===== src/rtl/irq_controller.sv =====
// Interrupt controller: synchronised lines, pending/mask/edge-select registers on the dmem bus,
// and one fixed-priority request with an ack/EOI handshake. Define IRQ_TIMESTAMP_EN for TSTAMP.
module irq_controller #(
  parameter int                NUM_CH      = 8,
  parameter int                ADDR_W      = 12,
  parameter logic [ADDR_W-1:0] BASE_ADDR   = 12'hF00,
  parameter int                SYNC_STAGES = 2
) (
  input  logic              clock,
  input  logic              reset,
  input  logic [NUM_CH-1:0] irq_in,
  input  logic              wren,
  input  logic [ADDR_W-1:0] address,
  input  logic [31:0]       data_in,
  output logic [31:0]       q,
  output logic              irq,
  output logic [4:0]        irq_id,
  input  logic              irq_ack
);
  localparam logic [31:0] CH_MASK = 32'((64'd1 << NUM_CH) - 64'd1);

  typedef enum logic [1:0] {IDLE = 2'd0, REQ = 2'd1, SERVICE = 2'd2} state_t;
  state_t state;

  logic [NUM_CH-1:0] sync_q [SYNC_STAGES];
  logic [NUM_CH-1:0] s_d;
  logic [31:0]       s, rise;
  logic [31:0]       pending, mask, edge_sel;
  logic [31:0]       pending_nxt, cand, ack_clr, w1c;
  logic [31:0]       rd_data, tstamp_rd;
  logic [4:0]        win_id;
  logic              sel;
  logic [2:0]        offset;
  logic              wr_pending, wr_mask, wr_edge, wr_eoi;

  always_ff @(posedge clock or negedge reset) begin
    if (!reset) begin
      for (int i = 0; i < SYNC_STAGES; i++) sync_q[i] <= '0;
      s_d <= '0;
    end else begin
      sync_q[0] <= irq_in;
      for (int i = 1; i < SYNC_STAGES; i++) sync_q[i] <= sync_q[i-1];
      s_d <= sync_q[SYNC_STAGES-1];
    end
  end

  assign s    = 32'(sync_q[SYNC_STAGES-1]);
  assign rise = s & ~32'(s_d);

  assign sel        = (address[ADDR_W-1:3] == BASE_ADDR[ADDR_W-1:3]);
  assign offset     = address[2:0];
  assign wr_pending = wren && sel && (offset == 3'd0);
  assign wr_mask    = wren && sel && (offset == 3'd1);
  assign wr_edge    = wren && sel && (offset == 3'd2);
  assign wr_eoi     = wren && sel && (offset == 3'd4);

  // Edge-mode bits: a new rise beats any clear in the same cycle. Level-mode bits follow the line.
  always_comb begin
    ack_clr = '0;
    if (state == REQ && irq_ack) ack_clr[irq_id] = 1'b1;
    w1c = wr_pending ? data_in : '0;
    pending_nxt = ((edge_sel & ((pending & ~(w1c | ack_clr)) | rise)) | (~edge_sel & s)) & CH_MASK;
    cand = pending & mask;
    win_id = '0;
    for (int i = NUM_CH - 1; i >= 0; i--) begin
      if (cand[i]) win_id = 5'(i);
    end
  end

  always_ff @(posedge clock or negedge reset) begin
    if (!reset) begin
      pending  <= '0;
      mask     <= '0;
      edge_sel <= '0;
    end else begin
      pending <= pending_nxt;
      if (wr_mask) mask <= data_in & CH_MASK;
      if (wr_edge) edge_sel <= data_in & CH_MASK;
    end
  end

  // Handshake: irq stays high with irq_id frozen until a one-cycle irq_ack; the controller then
  // stays quiet in SERVICE until software writes EOI, and re-arbitrates from IDLE the next cycle.
  always_ff @(posedge clock or negedge reset) begin
    if (!reset) begin
      state  <= IDLE;
      irq    <= 1'b0;
      irq_id <= '0;
    end else begin
      case (state)
        IDLE: if (cand != '0) begin
          state  <= REQ;
          irq    <= 1'b1;
          irq_id <= win_id;
        end
        REQ: if (irq_ack) begin
          state <= SERVICE;
          irq   <= 1'b0;
        end
        SERVICE: if (wr_eoi) state <= IDLE;
        default: begin
          state <= IDLE;
          irq   <= 1'b0;
        end
      endcase
    end
  end

`ifdef IRQ_TIMESTAMP_EN
  logic [31:0] cycle_cnt, tstamp;

  always_ff @(posedge clock or negedge reset) begin
    if (!reset) begin
      cycle_cnt <= '0;
      tstamp    <= '0;
    end else begin
      cycle_cnt <= cycle_cnt + 32'd1;
      if (state == IDLE && cand != '0) tstamp <= cycle_cnt;
    end
  end

  assign tstamp_rd = tstamp;
`else
  assign tstamp_rd = 32'd0;
`endif

  always_comb begin
    rd_data = '0;
    case (offset)
      3'd0:    rd_data = pending;
      3'd1:    rd_data = mask;
      3'd2:    rd_data = edge_sel;
      3'd3:    rd_data = {22'd0, state, 3'd0, irq_id};
      3'd5:    rd_data = tstamp_rd;
      default: rd_data = '0;
    endcase
  end

  always_ff @(posedge clock or negedge reset) begin
    if (!reset) q <= '0;
    else        q <= sel ? rd_data : '0;
  end
endmodule


===== config.mk =====
export PLATFORM = sky130hd
export DESIGN_NAME = irq_controller
export DESIGN_NICKNAME = d
export VERILOG_FILES = /design/src/rtl/irq_controller.sv
export SDC_FILE = /design/constraint.sdc
export NUM_CORES = 1
export LEC_CHECK = 0
export CORE_MARGIN = 1.5
export CORE_UTILIZATION = 45
export DETAILED_ROUTE_END_ITERATION = 10
export GPL_ROUTABILITY_DRIVEN = 0
export PLACE_DENSITY = 0.78
export SKIP_CTS_REPAIR_TIMING = 1
export SKIP_LAST_GASP = 1
export SYNTH_ARGS = -nofsm -noshare
export SYNTH_HDL_FRONTEND = slang
export SYNTH_SLANG_ARGS = --single-unit

===== constraint.sdc =====
create_clock -name clock -period 3.5 [get_ports clock]
set_input_delay 1.05 -clock clock [delete_from_list [all_inputs] [get_ports clock]]
set_output_delay 1.05 -clock clock [all_outputs]
set_load 0.005 [all_outputs]

==> run metrics, run 1 <==
leak pwr 1.56 nW; synthesis-to-finish area growth 23.2%; CP max-delay cell clkdlybuf4s50_1; Switching Share a little under a quarter; commonest non-fill, non-tap cell in the layout dfrtp_1; first-pass detailed-route iteration total 4; WHS 0.347 ns; final-report hold violation count 0; internal power 1.16 mW; Starting Density 46.5%; Total Routed Length 5280 um; vias per cell 5.01; Setup TNS 0 ns; clock buffer depth 2; post-synthesis compound-gate area fraction 9.54%; Main synth FF type dfrtp_1; I/O pins 94; CTS tree done; Finish-stage setup viols 0; 1st-iter DRT viols around 140; sequential fraction of the synthesis area 58.2%; Cells after Synth between 200 and 250; Synth area leaders dfrtp_1 (58%), mux2_2 (7.0%), buf_4 (6.5%), nand2_1 (4.9%), a21oi_1 (2.7%); number of CTS-inserted buffers 9; # port buffers 45; drt drc 0; first-pass GRT wire length ~8700 um; fin crit period 2.69 ns; post-detail-place hpwl approximately 3800 um; pwr/cell area 449 mW/mm2; Synth cell types 36; clk_lat worst skew 0.34 ns; Req. time, crit path 3.72 ns; GRT Total Usage 18.1%; Clk pin slew, worst setup/hold paths 0.06 ns; NetSw about 0.36 mW; Seq cells post-synth 64; Logic pwr share 9.8%; total grt overflow 0; most frequent cells in the layout dfrtp_1 (64), clkdlybuf4s50_1 (44), nand2_1 (36), conb_1 (24), nor2_1 (19); Syn. warnings 0; Max IR drop VDD around 250 uV; adder-cell share of the synthesized area 0%; Cell Count, Final, Fillers Out 373; fraction of registers with async set/reset 100%; vias in the first global route roughly 1800; CP Capture Type flip-flop; Nets 349; root buffer cell clkbuf_8; n_diodes 0; std cell rows 28; crit path DAT 2.91 ns; RSZ-0062 raised after global routing false; CP Launch Type input port; area share of and/or/nand/nor cells after synthesis 13.4%; Hold Crit Class flip-flop to flip-flop; max-cap viol count 0; fillers 503; Core Box Area 0.00592 mm2; multiplexer share of the synthesized area 10.4%; H-tree levels 3; main combinational cell family by area after synthesis simple AND/OR/NAND/NOR gates; worst-path fanout max 8; Final period util 76.8%; synthesized area 0.00275 mm2; post-synth top area share 58.2%; initial antenna violation count 0; number of synthesized flops with an enable pin 0; Worst Skew just under 0.008 ns; fin. max-slew vios 0; Clk pwr share 37.6%; slowest stage delay, CP 0.42 ns; clock sink total 64; Post-Synth XOR/XNOR Area 0%; Routed WL per cell 14.2 um; ordered list of cells on the worst path clkdlybuf4s50_1 -> or3_4 -> nor4_4 -> and4b_1 -> buf_4 -> mux2_2; top achievable clock speed 372 MHz; full die area 0.00660 mm2; outcome complete, no violations; syn avg cell area 11.6 um2; largest net degree at the start of global routing 31; die height 81.2 um; area leader, netlist dfrtp_1; kind of critical path input port to flip-flop; die width 81.2 um; Post-DRT Antenna Nets 0; part of the power in registers 52.7%; final core occ 57.3%; total number of vias 1870; share of cells above drive strength 1 15.8%; placed cell count 357
-- flip-flops by register name, summed over array words and instances (netlist names) --
register and flops:
irq_id 3, s_d 8, pending 8, mask 8, edge_sel 8, s 8, sync_q 8, state 2
q 10, irq 1
-- metrics by stage --
stage | power (mW) | worst slack, ns | instance area, um2
after floorplan | 0.890 | 1.08 | 2840
after global placement | 0.960 | 0.483 | 3210
after detailed placement | 0.964 | 0.447 | 3210
after CTS | 1.54 | 0.814 | 3390
after global routing | 1.60 | 0.717 | 3390
final | 1.52 | 0.812 | 3390
-- cell usage after synthesis (all sizes together), types with 3 or more instances --
cell type and count:
a21oi 15, a22o 8, inv 4, nor2b 4
a22oi 5, dfrtp 64, a31oi 3, mux2i 5
nor2 19, o21ai 3, buf 28, mux2 17
nand2 36
-- critical path, delay by kind of cell --
family	cells	cell delay, ns
buffers and inverters	2	0.61
muxes	1	0.36
and+or+nand+nor	3	0.88
-- final cells by class --
class	count	area, um2	share of cell area, %
multi-input combinational	163	1010	29.7
timing repair buffer	51	490	14.5
tap	75	93.8	2.77
clock buffer	13	169	4.98
sequential	64	1600	47.2
clock inverter	3	15.0	0.443
inverter	4	15.0	0.443
-- power groups by stage --
stage | clock, mW | combinational [mW] | sequential, mW
2_1_floorplan | 0 | 0.0816 | 0.809
3_3_place_gp | 0 | 0.146 | 0.814
3_5_place_dp | 0 | 0.149 | 0.815
4_1_cts | 0.592 | 0.150 | 0.802
5_1_grt | 0.623 | 0.168 | 0.806
6_report | 0.572 | 0.149 | 0.802
-- kinds of logic (layout without fill, tap and decap cells) --
family	Yosys count	count (layout)
other	1	24
and+or+nand+nor	76	76
AOI/OAI and AO/OA	39	39
buffers and inverters	33	71
muxes	24	24
DFF	64	64
-- per-layer routing --
| layer | share of wire (%) | routed length, um | vias to the layer above | GRT usage, % |
|---|---|---|---|---|
| li1 | - | - | 884 | - |
| met1 | 42 | 2220 | 924 | 21.4 |
| met2 | 50 | 2640 | 55 | 29.8 |
| met3 | 6.4 | 338 | 7 | 6.85 |
| met4 | 1.6 | 85 | 0 | 7.41 |
| met5 | 0 | 0 | - | 0 |
-- final timing paths --
| kind | cells past startpoint | slack, ns | from | end |
|---|---|---|---|---|
| setup / recovery | 6 | 0.81 | address[4] | edge_sel[0]$_DFFE_PN0P_ |
| hold reg to reg | 0 | 0.35 | sync_q[9]$_DFF_PN0_ | s[1]$_DFF_PN0_ |
| setup reg to reg | 4 | 2.08 | state[1]$_DFFE_PN0P_ | pending[7]$_DFF_PN0_ |
| hold / removal | 0 | 0.35 | sync_q[9]$_DFF_PN0_ | s[1]$_DFF_PN0_ |
| min in group asynchronous | 1 | 0.56 | reset | irq$_DFFE_PN0P_ |
| max in group asynchronous | 2 | 2.29 | reset | mask[6]$_DFFE_PN0P_ |
No activity file was read; power rests on OpenSTA's default activity.
==> run 2, diff against run 1 <==
==> constraint.sdc (replaced) <==
create_clock -name clock -period 2.5 [get_ports clock]
set_input_delay 0.75 -clock clock [delete_from_list [all_inputs] [get_ports clock]]
set_output_delay 0.75 -clock clock [all_outputs]
set_load 0.005 [all_outputs]
==> run 2 against run 1 <==
  * Routed wire length decreased by 1.0%
  * Clock-buffer cell count unchanged
  * Setup slack got worse by 0.67 ns
  * Combinational power increased by 43%
  * Sequential power increased by 40%
  * Sequential cell count unchanged
  * Clock skew decreased by 0.0019 ns
  * Worst hold slack got worse by 0.0038 ns
  * Register-to-register slack got worse by 1.0 ns
  * Critical path depth unchanged
  * Cell area increased by 2.4%
  * Power increased by 50%
==> run metrics, run 2 (synthesis gave the netlist of run 1 again) <==
final core occ ~59%; leak pwr 1.60 nW; post-detail-place hpwl 3870 um; placed cell count between 300 and 400; vias in the first global route 1778; max-cap viol count 0; I/O pins 94; root buffer cell clkbuf_8; fillers 497; # port buffers 45; Max IR drop VDD 365 uV; Worst Skew 0.00597 ns; top achievable clock speed 423 MHz; initial antenna violation count 0; total number of vias 1908; most frequent cells in the layout dfrtp_1 (64), clkdlybuf4s50_1 (44), nand2_1 (36), conb_1 (24), nor2_1 (19); Finish-stage setup viols 0; CP max-delay cell clkdlybuf4s50_1; H-tree levels 3; largest net degree at the start of global routing 30; final-report hold violation count 0; busiest layer in global routing met2; commonest non-fill, non-tap cell in the layout dfrtp_1; std cell rows 28; Post-Layout Inst Area 0.00347 mm2; Core Box Area 0.00592 mm2; total grt overflow 0; clock sink total 64; Total Routed Length 5230 um; n_diodes 0; ordered list of cells on the worst path clkdlybuf4s50_1 -> or3_4 -> nor4_4 -> and4b_1 -> buf_4 -> mux2_2; Post-DRT Antenna Nets 0; Hold Crit Class flip-flop to flip-flop; clk_lat worst skew 0.34 ns; pwr/cell area between 600 and 700 mW/mm2; first-pass detailed-route iteration total 4; max reg flops 10; Clk pin slew, worst setup/hold paths 0.07 ns; clock buffer depth 2; full die area 0.00660 mm2; die height 81.2 um; GR Util met2 28.2%; Final period util 94.5%; CP Launch Type input port; Nets 354; Worst R2R Start state[1]$_DFFE_PN0P_; critical path launch point address[4]; WP buf/inv 2; CP Capture Type flip-flop; drt drc 0; crit path DAT 2.58 ns; synthesis-to-finish area growth 26.1%; CTS tree done; crit-path leading delay family simple AND/OR/NAND/NOR gates; slowest stage delay, CP about 0.42 ns; Total Power 2.28 mW; outcome complete, no violations; Hold Path Origin sync_q[10]$_DFF_PN0_; Starting Density 46.5%; share of cells above drive strength 1 between 10% and 20%; setup slack, reg-to-reg about 1.1 ns; worst-path fanout max 5; vias per cell 5.05; first-pass GRT wire length 8320 um; Most flops, register q; number of CTS-inserted buffers 9; slew margin rel. 57.4%; RSZ-0062 raised after global routing false; die width 81.2 um; Least-Margin Pin Slew 0.639 ns; fin crit period 2.36 ns; fin. max-slew vios 0; multi-input gate area in the final layout about 0.0010 mm2; sequential cell area 0.00160 mm2; Cell Count, Final, Fillers Out 378; M3 GR Usage 4.83%; kind of critical path input port to flip-flop; M1 GR Usage 21.6%; GRT Total Usage 17.8%; placed inst area 0.00326 mm2; Req. time, crit path about 2.7 ns; Routed WL per cell around 14 um; 1st-iter DRT viols 141
[run 2: changes by cell type in the layout (fill, tap and decap cells not counted), sizes merged]
cell,before,now
buf,7,12
bufinv,0,2
clkinv,3,1
[run 2: final cells by class]
| class | instances | share of cell area, % |
|---|---|---|
| clock buffers | 13 | 4.29 |
| clock inverters | 3 | 1.87 |
| inverters | 4 | 0.432 |
| flip-flops and latches | 64 | 46.1 |
| well taps | 75 | 2.70 |
| repair buffers | 56 | 15.6 |
| multi-input cells | 163 | 29.0 |
[run 2: path summary, 6_finish.rpt]
| check | to | depth (start not counted) |
|---|---|---|
| setup / recovery | edge_sel[7]$_DFFE_PN0P_ | 6 |
| hold / removal | s[2]$_DFF_PN0_ | 0 |
| setup reg to reg | pending[7]$_DFF_PN0_ | 4 |
| hold reg to reg | s[2]$_DFF_PN0_ | 0 |
| max in group asynchronous | q[8]$_DFF_PN0_ | 2 |
| min in group asynchronous | pending[1]$_DFF_PN0_ | 1 |
[run 2: through the flow]
stage	setup TNS [ns]	hold WS, ns	setup slack (ns)
4_1_cts	0	0.347	0.133
3_5_place_dp	-3.03	0.335	-0.212
2_1_floorplan	0	0.331	0.382
6_report	0	0.343	0.137
3_3_place_gp	-2.71	0.334	-0.199
5_1_grt	0	0.352	0.0588
[run 2: layer usage]
layer  wire length [um]  vias up  share of wire (%)
met5                  0        -                  0
met4                118        0                2.3
met3                341       12                6.5
met2               2540       71                 49
met1               2230      929                 43
li1                   -      896                  -
[run 2: where the power goes]
group	switching, mW	total [mW]	internal, mW	leakage, nW
Sequential	0.0404	1.12	1.08	0.817
Combinational	0.0982	0.213	0.115	0.675
Clock	0.360	0.948	0.588	0.108
==> run 3, diff against run 2 <==
--- a/config.mk
+++ b/config.mk
@@ -7,8 +7,9 @@
 export LEC_CHECK = 0
 export CORE_MARGIN = 1.5
 export CORE_UTILIZATION = 45
+export CTS_CLUSTER_SIZE = 8
 export DETAILED_ROUTE_END_ITERATION = 10
-export GPL_ROUTABILITY_DRIVEN = 0
+export HOLD_SLACK_MARGIN = 0.05
 export PLACE_DENSITY = 0.78
 export SKIP_CTS_REPAIR_TIMING = 1
 export SKIP_LAST_GASP = 1
==> results of run 3 <==
Final layout, timing and power as in run 2 (identical DEF).
